## src/rtl/mem_sram_stage_if.sv

```systemverilog
// mem_sram_stage_if: EXE->MEM controls, MEM/WB register outputs and the
// 16-bit external SRAM pins of the memory stage, bundled as one bus.
// slave  = the memory stage itself
// master = the surrounding pipeline / SRAM device side
interface mem_sram_stage_if;
  localparam int unsigned DATA_W  = 32;
  localparam int unsigned DEST_W  = 4;
  localparam int unsigned SADDR_W = 18;
  localparam int unsigned SDATA_W = 16;

  // EXE stage register side
  logic               WB_EN_IN;
  logic               MEM_R_EN_IN;
  logic               MEM_W_EN_IN;
  logic [DATA_W-1:0]  ALU_result_IN;
  logic [DATA_W-1:0]  ST_val_IN;
  logic [DEST_W-1:0]  Dest_IN;

  // pipeline freeze
  logic               ready;

  // MEM/WB register
  logic               WB_EN;
  logic               MEM_R_EN;
  logic [DATA_W-1:0]  ALU_result;
  logic [DATA_W-1:0]  MEM_result;
  logic [DEST_W-1:0]  Dest;

  // external SRAM
  logic [SADDR_W-1:0] SRAM_ADDR;
  logic [SDATA_W-1:0] SRAM_DQ_OUT;
  logic [SDATA_W-1:0] SRAM_DQ_IN;
  logic               SRAM_DQ_OE;
  logic               SRAM_WE_N;

  modport slave (
    input  WB_EN_IN, MEM_R_EN_IN, MEM_W_EN_IN, ALU_result_IN, ST_val_IN, Dest_IN,
    input  SRAM_DQ_IN,
    output ready,
    output WB_EN, MEM_R_EN, ALU_result, MEM_result, Dest,
    output SRAM_ADDR, SRAM_DQ_OUT, SRAM_DQ_OE, SRAM_WE_N
  );

  modport master (
    output WB_EN_IN, MEM_R_EN_IN, MEM_W_EN_IN, ALU_result_IN, ST_val_IN, Dest_IN,
    output SRAM_DQ_IN,
    input  ready,
    input  WB_EN, MEM_R_EN, ALU_result, MEM_result, Dest,
    input  SRAM_ADDR, SRAM_DQ_OUT, SRAM_DQ_OE, SRAM_WE_N
  );
endinterface

```

## src/rtl/mem_sram_stage.sv

```systemverilog
// mem_sram_stage: pipeline MEM stage driving a 16-bit external SRAM.
// Each 32-bit access is split into a low half-word phase (LO) followed by a
// high half-word phase (HI); the pipeline is frozen (ready=0) until DONE.
// Optional feature macro SRAM_WAIT_EN: when defined, every LO/HI phase is
// stretched to WAIT_CYCLES+1 cycles by a per-phase wait counter; when
// undefined each phase is one cycle and WAIT_CYCLES has no effect.
module mem_sram_stage #(
  parameter int unsigned ADDR_BASE   = 1024,
  parameter int unsigned WAIT_CYCLES = 2
) (
  input  logic            clk,
  input  logic            rst,
  mem_sram_stage_if.slave bus
);

  localparam int unsigned DATA_W  = 32;
  localparam int unsigned HALF_W  = 16;
  localparam int unsigned DEST_W  = 4;
  localparam int unsigned WORD_W  = 17;
  localparam int unsigned SADDR_W = 18;

  localparam logic [1:0] IDLE = 2'd0;
  localparam logic [1:0] LO   = 2'd1;
  localparam logic [1:0] HI   = 2'd2;
  localparam logic [1:0] DONE = 2'd3;

  logic [1:0]         state_q;
  logic [1:0]         state_d;

  logic               mem_req_c;
  logic               is_write_c;
  logic               is_read_c;
  logic               in_phase_c;
  logic               phase_last_c;
  logic               ready_c;
  logic [WORD_W-1:0]  word_c;

  logic [SADDR_W-1:0] sram_addr_c;
  logic [HALF_W-1:0]  sram_dq_out_c;
  logic               sram_dq_oe_c;
  logic               sram_we_n_c;

  logic [DATA_W-1:0]  rd_buf_q;

  logic               wb_en_q;
  logic               mem_r_en_q;
  logic [DATA_W-1:0]  alu_result_q;
  logic [DATA_W-1:0]  mem_result_q;
  logic [DEST_W-1:0]  dest_q;

  // request decode; a simultaneous read+write is treated as a write
  assign mem_req_c  = bus.MEM_W_EN_IN | bus.MEM_R_EN_IN;
  assign is_write_c = bus.MEM_W_EN_IN;
  assign is_read_c  = bus.MEM_R_EN_IN & ~bus.MEM_W_EN_IN;
  assign in_phase_c = (state_q == LO) || (state_q == HI);

  // SRAM word index relative to the mapped base, wrapping within the 17-bit space
  assign word_c = WORD_W'((bus.ALU_result_IN - DATA_W'(ADDR_BASE)) >> 2);

  // stage accepts when finishing an access or when idle with nothing to do
  assign ready_c = (state_q == DONE) || ((state_q == IDLE) && !mem_req_c);

`ifdef SRAM_WAIT_EN
  localparam int unsigned WCNT_W = (WAIT_CYCLES < 1) ? 1 : $clog2(WAIT_CYCLES + 1);

  logic [WCNT_W-1:0] wcnt_q;

  assign phase_last_c = (DATA_W'(wcnt_q) == DATA_W'(WAIT_CYCLES));

  // cycles spent in the current LO/HI phase; cleared on every state change
  always_ff @(posedge clk) begin
    if (!rst) begin
      wcnt_q <= '0;
    end else if (state_q != state_d) begin
      wcnt_q <= '0;
    end else if (in_phase_c) begin
      wcnt_q <= wcnt_q + WCNT_W'(1);
    end else begin
      wcnt_q <= '0;
    end
  end
`else
  assign phase_last_c = 1'b1;
`endif

  // state register
  always_ff @(posedge clk) begin
    if (!rst) begin
      state_q <= IDLE;
    end else begin
      state_q <= state_d;
    end
  end

  // next-state: IDLE -> LO -> HI -> DONE -> IDLE
  always_comb begin
    state_d = state_q;
    case (state_q)
      IDLE:    if (mem_req_c)    state_d = LO;
      LO:      if (phase_last_c) state_d = HI;
      HI:      if (phase_last_c) state_d = DONE;
      DONE:                      state_d = IDLE;
      default:                   state_d = IDLE;
    endcase
  end

  // SRAM pin drive: bus is only active during LO/HI, write pins only for writes
  always_comb begin
    sram_addr_c   = '0;
    sram_dq_out_c = '0;
    sram_dq_oe_c  = 1'b0;
    sram_we_n_c   = 1'b1;
    if (in_phase_c) begin
      sram_addr_c = {word_c, (state_q == HI)};
      if (is_write_c) begin
        sram_dq_oe_c  = 1'b1;
        sram_we_n_c   = 1'b0;
        sram_dq_out_c = (state_q == HI) ? bus.ST_val_IN[DATA_W-1:HALF_W]
                                        : bus.ST_val_IN[HALF_W-1:0];
      end
    end
  end

  // read buffer: capture each half-word on the last cycle of its phase
  always_ff @(posedge clk) begin
    if (!rst) begin
      rd_buf_q <= '0;
    end else if (is_read_c && phase_last_c) begin
      if (state_q == LO) begin
        rd_buf_q[HALF_W-1:0] <= bus.SRAM_DQ_IN;
      end else if (state_q == HI) begin
        rd_buf_q[DATA_W-1:HALF_W] <= bus.SRAM_DQ_IN;
      end
    end
  end

  // MEM/WB register: loads every cycle, bubble while the stage is stalled
  always_ff @(posedge clk) begin
    if (!rst) begin
      wb_en_q      <= 1'b0;
      mem_r_en_q   <= 1'b0;
      alu_result_q <= '0;
      mem_result_q <= '0;
      dest_q       <= '0;
    end else if (ready_c) begin
      wb_en_q      <= bus.WB_EN_IN;
      mem_r_en_q   <= is_read_c;
      alu_result_q <= bus.ALU_result_IN;
      mem_result_q <= rd_buf_q;
      dest_q       <= bus.Dest_IN;
    end else begin
      wb_en_q      <= 1'b0;
      mem_r_en_q   <= 1'b0;
    end
  end

  // port hookup
  assign bus.ready       = ready_c;
  assign bus.WB_EN       = wb_en_q;
  assign bus.MEM_R_EN    = mem_r_en_q;
  assign bus.ALU_result  = alu_result_q;
  assign bus.MEM_result  = mem_result_q;
  assign bus.Dest        = dest_q;
  assign bus.SRAM_ADDR   = sram_addr_c;
  assign bus.SRAM_DQ_OUT = sram_dq_out_c;
  assign bus.SRAM_DQ_OE  = sram_dq_oe_c;
  assign bus.SRAM_WE_N   = sram_we_n_c;

endmodule

```

## src/flat_wrapper.sv

```systemverilog
// flat-port wrapper written by rule: the top's interface ports become plain ports
module mem_sram_stage_flat 
#(
  parameter int unsigned ADDR_BASE   = 1024,
  parameter int unsigned WAIT_CYCLES = 2
)
  (clk, rst, bus_WB_EN_IN, bus_MEM_R_EN_IN, bus_MEM_W_EN_IN, bus_ALU_result_IN, bus_ST_val_IN, bus_Dest_IN, bus_SRAM_DQ_IN, bus_ready, bus_WB_EN, bus_MEM_R_EN, bus_ALU_result, bus_MEM_result, bus_Dest, bus_SRAM_ADDR, bus_SRAM_DQ_OUT, bus_SRAM_DQ_OE, bus_SRAM_WE_N);
  mem_sram_stage_if bus_i ();
  input  logic clk;
  input  logic rst;
  input wire logic [$bits(bus_i.WB_EN_IN)-1:0] bus_WB_EN_IN;
  input wire logic [$bits(bus_i.MEM_R_EN_IN)-1:0] bus_MEM_R_EN_IN;
  input wire logic [$bits(bus_i.MEM_W_EN_IN)-1:0] bus_MEM_W_EN_IN;
  input wire logic [$bits(bus_i.ALU_result_IN)-1:0] bus_ALU_result_IN;
  input wire logic [$bits(bus_i.ST_val_IN)-1:0] bus_ST_val_IN;
  input wire logic [$bits(bus_i.Dest_IN)-1:0] bus_Dest_IN;
  input wire logic [$bits(bus_i.SRAM_DQ_IN)-1:0] bus_SRAM_DQ_IN;
  output wire logic [$bits(bus_i.ready)-1:0] bus_ready;
  output wire logic [$bits(bus_i.WB_EN)-1:0] bus_WB_EN;
  output wire logic [$bits(bus_i.MEM_R_EN)-1:0] bus_MEM_R_EN;
  output wire logic [$bits(bus_i.ALU_result)-1:0] bus_ALU_result;
  output wire logic [$bits(bus_i.MEM_result)-1:0] bus_MEM_result;
  output wire logic [$bits(bus_i.Dest)-1:0] bus_Dest;
  output wire logic [$bits(bus_i.SRAM_ADDR)-1:0] bus_SRAM_ADDR;
  output wire logic [$bits(bus_i.SRAM_DQ_OUT)-1:0] bus_SRAM_DQ_OUT;
  output wire logic [$bits(bus_i.SRAM_DQ_OE)-1:0] bus_SRAM_DQ_OE;
  output wire logic [$bits(bus_i.SRAM_WE_N)-1:0] bus_SRAM_WE_N;
  assign bus_i.WB_EN_IN = bus_WB_EN_IN;
  assign bus_i.MEM_R_EN_IN = bus_MEM_R_EN_IN;
  assign bus_i.MEM_W_EN_IN = bus_MEM_W_EN_IN;
  assign bus_i.ALU_result_IN = bus_ALU_result_IN;
  assign bus_i.ST_val_IN = bus_ST_val_IN;
  assign bus_i.Dest_IN = bus_Dest_IN;
  assign bus_i.SRAM_DQ_IN = bus_SRAM_DQ_IN;
  assign bus_ready = bus_i.ready;
  assign bus_WB_EN = bus_i.WB_EN;
  assign bus_MEM_R_EN = bus_i.MEM_R_EN;
  assign bus_ALU_result = bus_i.ALU_result;
  assign bus_MEM_result = bus_i.MEM_result;
  assign bus_Dest = bus_i.Dest;
  assign bus_SRAM_ADDR = bus_i.SRAM_ADDR;
  assign bus_SRAM_DQ_OUT = bus_i.SRAM_DQ_OUT;
  assign bus_SRAM_DQ_OE = bus_i.SRAM_DQ_OE;
  assign bus_SRAM_WE_N = bus_i.SRAM_WE_N;
  mem_sram_stage #(.ADDR_BASE(ADDR_BASE), .WAIT_CYCLES(WAIT_CYCLES)) u_core (.clk(clk), .rst(rst), .bus(bus_i));
endmodule
```

## config.mk

```make
export PLATFORM = sky130hd
export DESIGN_NAME = mem_sram_stage_flat
export DESIGN_NICKNAME = d
export VERILOG_FILES = /design/src/rtl/mem_sram_stage_if.sv /design/src/rtl/mem_sram_stage.sv /design/src/flat_wrapper.sv
export SDC_FILE = /design/constraint.sdc
export NUM_CORES = 1
export LEC_CHECK = 0
export BUFFER_PORTS_ARGS = -buffer_cell sky130_fd_sc_hd__buf_4
export CELL_PAD_IN_SITES_DETAIL_PLACEMENT = 1
export CELL_PAD_IN_SITES_GLOBAL_PLACEMENT = 1
export CORE_AREA = 4 4 129 131
export CTS_CLUSTER_SIZE = 14
export DETAILED_ROUTE_END_ITERATION = 8
export DIE_AREA = 0 0 133 135
export HOLD_SLACK_MARGIN = 0.1
export PLACE_DENSITY_LB_ADDON = 0.1
export SYNTH_ARGS = -nofsm -noshare
export SYNTH_HDL_FRONTEND = slang
export SYNTH_SLANG_ARGS = --single-unit
```

## constraint.sdc

```tcl
create_clock -name clk -period 1.79 [get_ports clk]
set_clock_uncertainty 0.15 [all_clocks]
set_input_delay 0.358 -clock clk [delete_from_list [all_inputs] [get_ports clk]]
set_output_delay 0.358 -clock clk [all_outputs]
set_load 0.02 [all_outputs]
```

== After elaboration in Yosys (flattened, before gate mapping) ==
Cells that the tools add are included.
Storage, ports and cells
  register bits: 104
  output and inout bits: 107
Operators by class
  add/sub/neg operators: 1
  eq/ne operators: 4
  muxes and demuxes: 10
  bitwise operators: 4
  reductions and logical operators: 8
Operators by type and width (count)
  $mux 16: 3
  $sub 19x11->19 const B: 1
  $mux 18: 1
  $pmux 2 s4: 1
  $eq 2x2->1 const B: 2
  $mux 1: 4
  $reduce_and 2->1: 2
  $reduce_and 3->1: 1
  $eq 2x1->1 const B: 1
  $logic_not 2->1: 1
  $logic_or 1x1->1: 2
  $mux 2: 1
  $ne 2x1->1 const B: 1
  $not 1->1: 2
  $and 1x1->1: 1
  $logic_and 1x1->1: 1
  $logic_not 1->1: 1
  $or 1x1->1: 1

== Longest topological paths before layout ==
Gate-level depths: netlist of run 1.
  word-level depth: 5
  depth in mapped cells: 7

== Worst setup path before layout of run 1 ==
No wires, ideal clock.
  path kind: input-to-output
  start point: input port bus_ALU_result_IN[10]
  end point: output port bus_SRAM_ADDR[17]
  data arrival time: 1.741 ns
  data required time: 1.282 ns
  path slack: -0.459 ns
  stages on the path: 5
  buffers on the path: 0
  cells stage by stage: inv_1 ha_1 or4b_4 nor4_1 mux2i_1
Between the ends
  longest elaborated chain between the ends: 2
Ends and longest elaborated chain
  start: declaration: RTL line flat_wrapper.sv:14  | input wire logic [$bits(bus_i.ALU_result_IN)-1:0] bus_ALU_result_IN;
  $sub 19x11->19: RTL line mem_sram_stage.sv:58  | assign word_c = WORD_W'((bus.ALU_result_IN - DATA_W'(ADDR_BASE)) >> 2);
  $mux 18: RTL line mem_sram_stage.sv:113  | if (in_phase_c) begin
  end: declaration: RTL line flat_wrapper.sv:24  | output wire logic [$bits(bus_i.SRAM_ADDR)-1:0] bus_SRAM_ADDR;
No other way between the ends.

== Final worst setup path of run 1 ==
  start point: input port bus_ALU_result_IN[10]
  end point: output port bus_SRAM_ADDR[15]
The elaborated chain is that of the path after synthesis.

==> results of run 1 <==
-- routing by layer --
layer  vias to the layer above  routed length [um]  global-route usage
met4                         0                 227              0.0566
met3                        13                1150              0.0559
li1                       2182                   -                   -
met1                      2077                6160               0.188
met5                         -                   0                   0
met2                       131                8060               0.316
-- power by group through the flow --
stage	logic (uW)	registers [uW]	clock network, uW
2_1_floorplan	2170	2960	0
3_3_place_gp	3990	2730	0
3_5_place_dp	4080	2740	0
4_1_cts	5480	2700	2060
5_1_grt	5930	2730	2150
6_report	5570	2700	1990
-- registers in the layout (all words and copies together), names as in the netlist --
| register | flops |
|---|---|
| u_core.bus.ALU_result | 32 |
| u_core.bus.Dest | 4 |
| u_core.bus.MEM_R_EN | 1 |
| u_core.bus.MEM_result | 32 |
| u_core.bus.WB_EN | 1 |
| u_core.rd_buf_q | 32 |
| u_core.state_q | 2 |
-- cells in the mapped netlist, types with 3 or more instances --
library cell,count
sky130_fd_sc_hd__nand2_1,202
sky130_fd_sc_hd__dfxtp_1,104
sky130_fd_sc_hd__mux2i_1,86
sky130_fd_sc_hd__a21boi_0,32
sky130_fd_sc_hd__clkbuf_1,24
sky130_fd_sc_hd__nor2_1,16
sky130_fd_sc_hd__buf_2,12
sky130_fd_sc_hd__and2_1,10
sky130_fd_sc_hd__inv_1,7
sky130_fd_sc_hd__ha_1,6
sky130_fd_sc_hd__a21boi_1,3
sky130_fd_sc_hd__nor2b_1,3
sky130_fd_sc_hd__o31ai_1,3
-- layout make-up --
type / instances / area share
Tap cell: 216 / 0.0352
Inverter: 7 / 0.00636
Multi-Input combinational cell: 385 / 0.350
Clock inverter: 3 / 0.00554
Clock buffer: 11 / 0.0329
Sequential cell: 104 / 0.272
Timing Repair Buffer: 250 / 0.298
-- worst max-delay path, stage by stage --
cell and delay [ps]:
sky130_fd_sc_hd__buf_8 100, sky130_fd_sc_hd__clkinv_4 40, sky130_fd_sc_hd__ha_4 120, sky130_fd_sc_hd__or4b_4 490, sky130_fd_sc_hd__or3_4 360, sky130_fd_sc_hd__a21boi_4 160
sky130_fd_sc_hd__buf_6 130
-- stage by stage --
stage | instances | util | hold slack, ps | area [sq um] | setup WS, ps
final | 976 | 0.492 | 118 | 7680 | -475
after global routing | 976 | 0.492 | 107 | 7680 | -520
after CTS | 972 | 0.486 | 104 | 7580 | -478
after detailed placement | 940 | 0.431 | 301 | 6720 | -547
after global placement | 940 | 0.431 | 290 | 6720 | -543
after floorplan | 534 | - | 285 | 4810 | -302
-- cells by family after synthesis --
family / Yosys count / synth area share
buf+inv: 45 / 0.0419
flops: 104 / 0.455
simple gates: 249 / 0.227
xor+xnor: 2 / 0.00383
fa+ha+maj: 6 / 0.0164
mux: 86 / 0.188
compound gates: 42 / 0.0673
-- path summary, 6_finish.rpt --
| kind | slack, ps | endpoint |
|---|---|---|
| worst max-delay path | -480 | bus_SRAM_ADDR[15] |
| worst min-delay path | 120 | u_core.bus.ALU_result[23] |
| worst max register to register | 100 | u_core.bus.ALU_result[9] |
| worst min register to register | 310 | u_core.bus.MEM_result[19] |
-- repair_timing --
action	CTS	global route
resized for setup	81	20
endpoints found under the setup margin	54	88
pin swaps	9	2
cloned	5	1
endpoints found under the hold margin	3	0
hold buffers	3	0
setup buffers	10	5
==> implementation parameters, run 1 <==
Parameter                              Value

Die
  Overall die height ... 135 um
  Total I/O pin count ... between 150 and 200
  Effective utilization at floorplan ... 0.293
  Core area ... between 15000 and 20000 sq um
  Area of the die ... around 18000 sq um
  Die Wd ... between 100 and 150 um
  Cell Rows ... 46

Timing
  Maximum operating frequency ... 441 MHz
  Period minus WS final ... 2270 ps
  Unrepaired setup endpoints after global routing ... true
  Final worst setup slack ... -475 ps
  Count of endpoints failing setup in the final report ... 37
  Part of the cycle the worst path needs ... 1.27
  Number of pins with negative max-slew slack in the final report ... 0
  Final hold violations ... 0
  Final total negative setup slack ... -11830 ps
  Slew headroom ... 0.817
  Actual transition at the worst max-transition pin ... 273 ps

CTS
  Clock network latency to the later pin of the worst-skew pair ... 340 ps
  Count of clock tree sinks ... ~100
  Clock H-tree levels ... 3
  TritonCTS buffer count ... 9
  Clk buf depth ... 2
  Clock tree from TritonCTS ... yes
  Master cell of the clock root buffer ... sky130_fd_sc_hd__clkbuf_16
  Clock edge transition at the registers on the reported setup and hold paths ... 60 ps

Final layout
  Most common cell after layout, fill and taps aside ... sky130_fd_sc_hd__nand2_1
  Total Nets Final ... between 800 and 900
  Layout fillers ... 1784
  Multi-input gate area ... 2690 sq um
  Most used cells in the layout excluding fill and tap cells ... 201 x sky130_fd_sc_hd__nand2_1, 191 x sky130_fd_sc_hd__buf_4, 102 x sky130_fd_sc_hd__dfxtp_1, 73 x sky130_fd_sc_hd__mux2i_1, 35 x sky130_fd_sc_hd__buf_6
  Fraction of layout cells with a size suffix above 1 ... 0.424
  Count of inserted antenna diode cells ... 0
  Layout overhead on the synthesized area ... 67.9%
  Footprint of the flip-flops and latches ... approximately 2100 sq um

Route
  Wire per inst ... ~16 um
  Count of routing violations after the opening detailed-route iteration ... 150
  Number of vias in the routed layout ... 4403
  Final antenna-violating net count ... 0
  Number of detailed-route iterations in the first pass ... 4
  Total wirelength of the detailed-routed design ... around 16 mm
  Vias/cell ... about 4.5
  Post-detailed-route DRC marker count ... 0

Global routing
  Initial antenna violation count ... 0
  Vias in the first global route ... approximately 5000
  Wire length of the first global-routing pass ... ~25 mm
  Total Routing Usage GR ... 0.172
  Pin count of the biggest net entering global routing ... between 40 and 50
  Total gr overflow ... 0

Pwr
  Sw Ratio ... 0.345
  Overall power after layout ... 10300 uW
  Power per standard cell area ... 1340 nW/um^2
  Standby leakage power ... 0.00352 uW
  Comb pwr share ... 0.543
  Internal portion of total power ... 6710 uW
  Sequential power share ... 0.263
  Net switching power ... 3540 uW
  Clock network fraction of total power ... 0.194
  Peak supply drop ... 758 uV

Synth
  Share of Yosys cell area claimed by the top area cell type ... 0.455
  Top cells by area in the synthesized netlist ... sky130_fd_sc_hd__dfxtp_1 46%, sky130_fd_sc_hd__mux2i_1 19%, sky130_fd_sc_hd__nand2_1 17%, sky130_fd_sc_hd__a21boi_0 5.3%, sky130_fd_sc_hd__clkbuf_1 2.0%
  Net count of the mapped netlist ... 629
  Synth Register Bits ... 104
  Syn Std Cell Area ... 4570 sq um
  Yosys warning count ... 0
  Share of synthesized registers carrying an async set or reset ... 0
  Cell taking the most area after synthesis ... sky130_fd_sc_hd__dfxtp_1
  Part of the Yosys area used for sequential elements ... 0.455
  Top_reg_cell synth ... sky130_fd_sc_hd__dfxtp_1
  Synthesized instance count ... 534
  Number of enable flip-flop cells after synthesis ... 0
  Synth cell types ... 30
  Mean area per synthesized cell ... around 8.6 sq um

Critical path
  Crit Path Category ... primary input to primary output
  Critical path data arrival time ... about 1800 ps
  Critical Path End Type ... primary output
  Worst r2r src ... u_core.state_q[0]
  Peak fanout along the critical path ... 4
  Crit path launch ... bus_ALU_result_IN[10]
  Number of cells on the worst reg-to-reg path ... 7
  Worst Setup Start Kind ... primary input
  Worst endpoint required time ... 1280 ps

Min path
  Startpoint of the tightest hold check path ... bus_ALU_result_IN[23]
  Instance count along the most critical hold path ... 3
  Min-Delay Path Class ... primary input to flip-flop

Job
  Max-Cap Viols ... 0

Place
  Post-detail-place hpwl ... 11.1 mm
  Weighted congestion at the end of routability-driven global placement ... 0.758
  IO buf count ... 195

Status
  Violations in the final reports ... negative setup slack
  Status ... finished with violations
Power figures use the tool's default switching activity.
==> run 2, diff against run 1 <==
--- a/config.mk
+++ b/config.mk
@@ -14,6 +14,7 @@
 export DIE_AREA = 0 0 133 135
 export HOLD_SLACK_MARGIN = 0.1
 export PLACE_DENSITY_LB_ADDON = 0.1
+export RECOVER_POWER = 50
 export SYNTH_ARGS = -nofsm -noshare
 export SYNTH_HDL_FRONTEND = slang
 export SYNTH_SLANG_ARGS = --single-unit
==> run 2 against run 1 <==
Compared with the run above: the run still ends with negative setup slack left; fmax barely moved; die area did not move; setup slack improved by 0.75 ps.
==> implementation parameters, run 2 (synthesis results as in run 1) <==
Parameter                              Value

Status
  Status ... finished with violations
  Violations in the final reports ... negative setup slack

Final layout
  Most common cell after layout, fill and taps aside ... sky130_fd_sc_hd__nand2_1
  Count of inserted antenna diode cells ... 0
  Total Nets Final ... 852
  Most used cells in the layout excluding fill and tap cells ... 201 x sky130_fd_sc_hd__nand2_1, 119 x sky130_fd_sc_hd__buf_4, 104 x sky130_fd_sc_hd__dfxtp_1, 73 x sky130_fd_sc_hd__mux2i_1, 70 x sky130_fd_sc_hd__clkbuf_1
  Final Non-Filler Cells ... 976
  Fraction of layout cells with a size suffix above 1 ... 0.326
  Layout overhead on the synthesized area ... 61.7%

Die
  Die Wd ... 133 um
  Effective utilization at floorplan ... 0.293
  Overall die height ... 135 um
  Core area ... 15600 sq um
  Total I/O pin count ... 196
  Cell Rows ... 46
  Area of the die ... 18000 sq um

Place
  Number of cells after detailed placement ... 940
  Post-detail-place hpwl ... 11.1 mm
  Post-Place Worst Slack ... -547 ps
  IO buf count ... 195
  Weighted congestion at the end of routability-driven global placement ... 0.758

Timing
  Final total negative setup slack ... -17430 ps
  Part of the cycle the worst path needs ... 1.26
  Unrepaired setup endpoints after global routing ... true
  Final worst setup slack ... -474 ps
  Final hold violations ... 0
  Maximum operating frequency ... 442 MHz
  Actual transition at the worst max-transition pin ... 345 ps
  Number of pins with negative max-slew slack in the final report ... 0
  Period minus WS final ... 2260 ps
  Slew headroom ... 0.769
  Count of endpoints failing setup in the final report ... between 100 and 150

CTS
  Clock tree from TritonCTS ... yes
  Clock edge transition at the registers on the reported setup and hold paths ... 70 ps
  Clk buf depth ... 2
  Master cell of the clock root buffer ... sky130_fd_sc_hd__clkbuf_16
  Clock H-tree levels ... 3
  Count of clock tree sinks ... 104
  TritonCTS buffer count ... 9
  Clock network latency to the later pin of the worst-skew pair ... approximately 340 ps

Critical path
  Worst Setup Start Kind ... primary input
  Peak fanout along the critical path ... 4
  Critical path data arrival time ... between 1500 and 2000 ps
  Critical Path End Type ... primary output
  Crit Path Category ... primary input to primary output
  Worst endpoint required time ... around 1300 ps

Route
  Count of routing violations after the opening detailed-route iteration ... 175
  Final antenna-violating net count ... 0
  Total wirelength of the detailed-routed design ... 15.5 mm
  Number of vias in the routed layout ... 4416
  Wire per inst ... 15.9 um
  Vias/cell ... 4.52
  Post-detailed-route DRC marker count ... 0
  Number of detailed-route iterations in the first pass ... 4

Global routing
  Wire length of the first global-routing pass ... 24.8 mm
  Most used routing layer ... met2
  Met1 usage ... 0.188
  Pin count of the biggest net entering global routing ... 48
  Global routing usage on met3 ... 0.0559
  Vias in the first global route ... ~4900
  Total Routing Usage GR ... 0.172
  Met2 track demand over resource ... 0.316
  Total gr overflow ... 0
  Initial antenna violation count ... 0

Pwr
  Clock network fraction of total power ... 0.198
  Net switching power ... 3520 uW
  Standby leakage power ... 0.00322 uW
  Power per standard cell area ... 1360 nW/um^2
  Peak supply drop ... 754 uV
  Sequential power share ... 0.267
  Comb pwr share ... 0.536
  Internal portion of total power ... approximately 6500 uW
  Sw Ratio ... 0.350

Min path
  Min-Delay Path Class ... primary input to flip-flop

Job
  Max-Cap Viols ... 0
==> run 2: cell types whose count changed in the layout (fill, tap and decap cells not counted), moves of 2 or more <==
cell,change
sky130_fd_sc_hd__dfxtp_2,-2
sky130_fd_sc_hd__clkbuf_1,+70
sky130_fd_sc_hd__dfxtp_1,+2
sky130_fd_sc_hd__buf_4,-72
==> run 2: worst paths after layout <==
kind                                             from                        end  slack, ps  cells past startpoint
worst min register to register     u_core.rd_buf_q[8]   u_core.bus.MEM_result[8]        310                      2
worst max-delay path            bus_ALU_result_IN[10]          bus_SRAM_ADDR[15]       -470                      7
worst max register to register      u_core.state_q[0]   u_core.bus.ALU_result[9]       -120                      7
worst min-delay path            bus_ALU_result_IN[31]  u_core.bus.ALU_result[31]        120                      3
==> run 2: routing by layer <==
layer  vias to the layer above  routed length [um]  part of all wire
li1                       2180                   -                 -
met1                      2077                6060              0.39
met2                       142                8000              0.51
met3                        17                1210             0.078
met4                         0                 262             0.017
met5                         -                   0                 0
==> run 2: final cells by class <==
cell class | instances | area, sq um
timing repair buffer | 250 | 2020
sequential | 104 | 2080
clock buffer | 11 | 253
fill | 1816 | 8210
tap | 216 | 270
clock inverter | 3 | 42.5
multi-input combinational | 385 | 2670
inverter | 7 | 48.8
==> run 2: critical path, cell delays in order <==
cell	delay, ps
sky130_fd_sc_hd__buf_8	100
sky130_fd_sc_hd__clkinv_4	40
sky130_fd_sc_hd__ha_4	120
sky130_fd_sc_hd__or4b_4	490
sky130_fd_sc_hd__or3_4	360
sky130_fd_sc_hd__a21boi_4	160
sky130_fd_sc_hd__buf_6	130
==> run 2: repair_timing <==
action | 4_1_cts | 5_1_grt
cloned | 5 | 1
resized for setup | 81 | 20
endpoints found under the hold margin | 3 | 0
pin swaps | 9 | 2
endpoints found under the setup margin | 54 | 88
hold buffers | 3 | 0
buffers inserted | 10 | 5
==> run 2: through the flow <==
| step | hold WS, ps | utilization | total power, uW | area (sq um) |
|---|---|---|---|---|
| final | 117 | 0.474 | 10100 | 7390 |
| after global placement | 290 | 0.431 | 6730 | 6720 |
| after global routing | 107 | 0.474 | 10600 | 7390 |
| after floorplan | 285 | - | 5130 | 4810 |
| after detailed placement | 301 | 0.431 | 6820 | 6720 |
| after CTS | 104 | 0.486 | 10200 | 7580 |
==> run 2: power by group through the flow <==
stage / Combinational [uW] / Sequential [uW] / Clock (uW)
final: 5400 / 2690 / 1990
after global routing: 5760 / 2720 / 2150
after CTS: 5480 / 2700 / 2060
after detailed placement: 4080 / 2740 / 0
after global placement: 3990 / 2730 / 0
after floorplan: 2170 / 2960 / 0
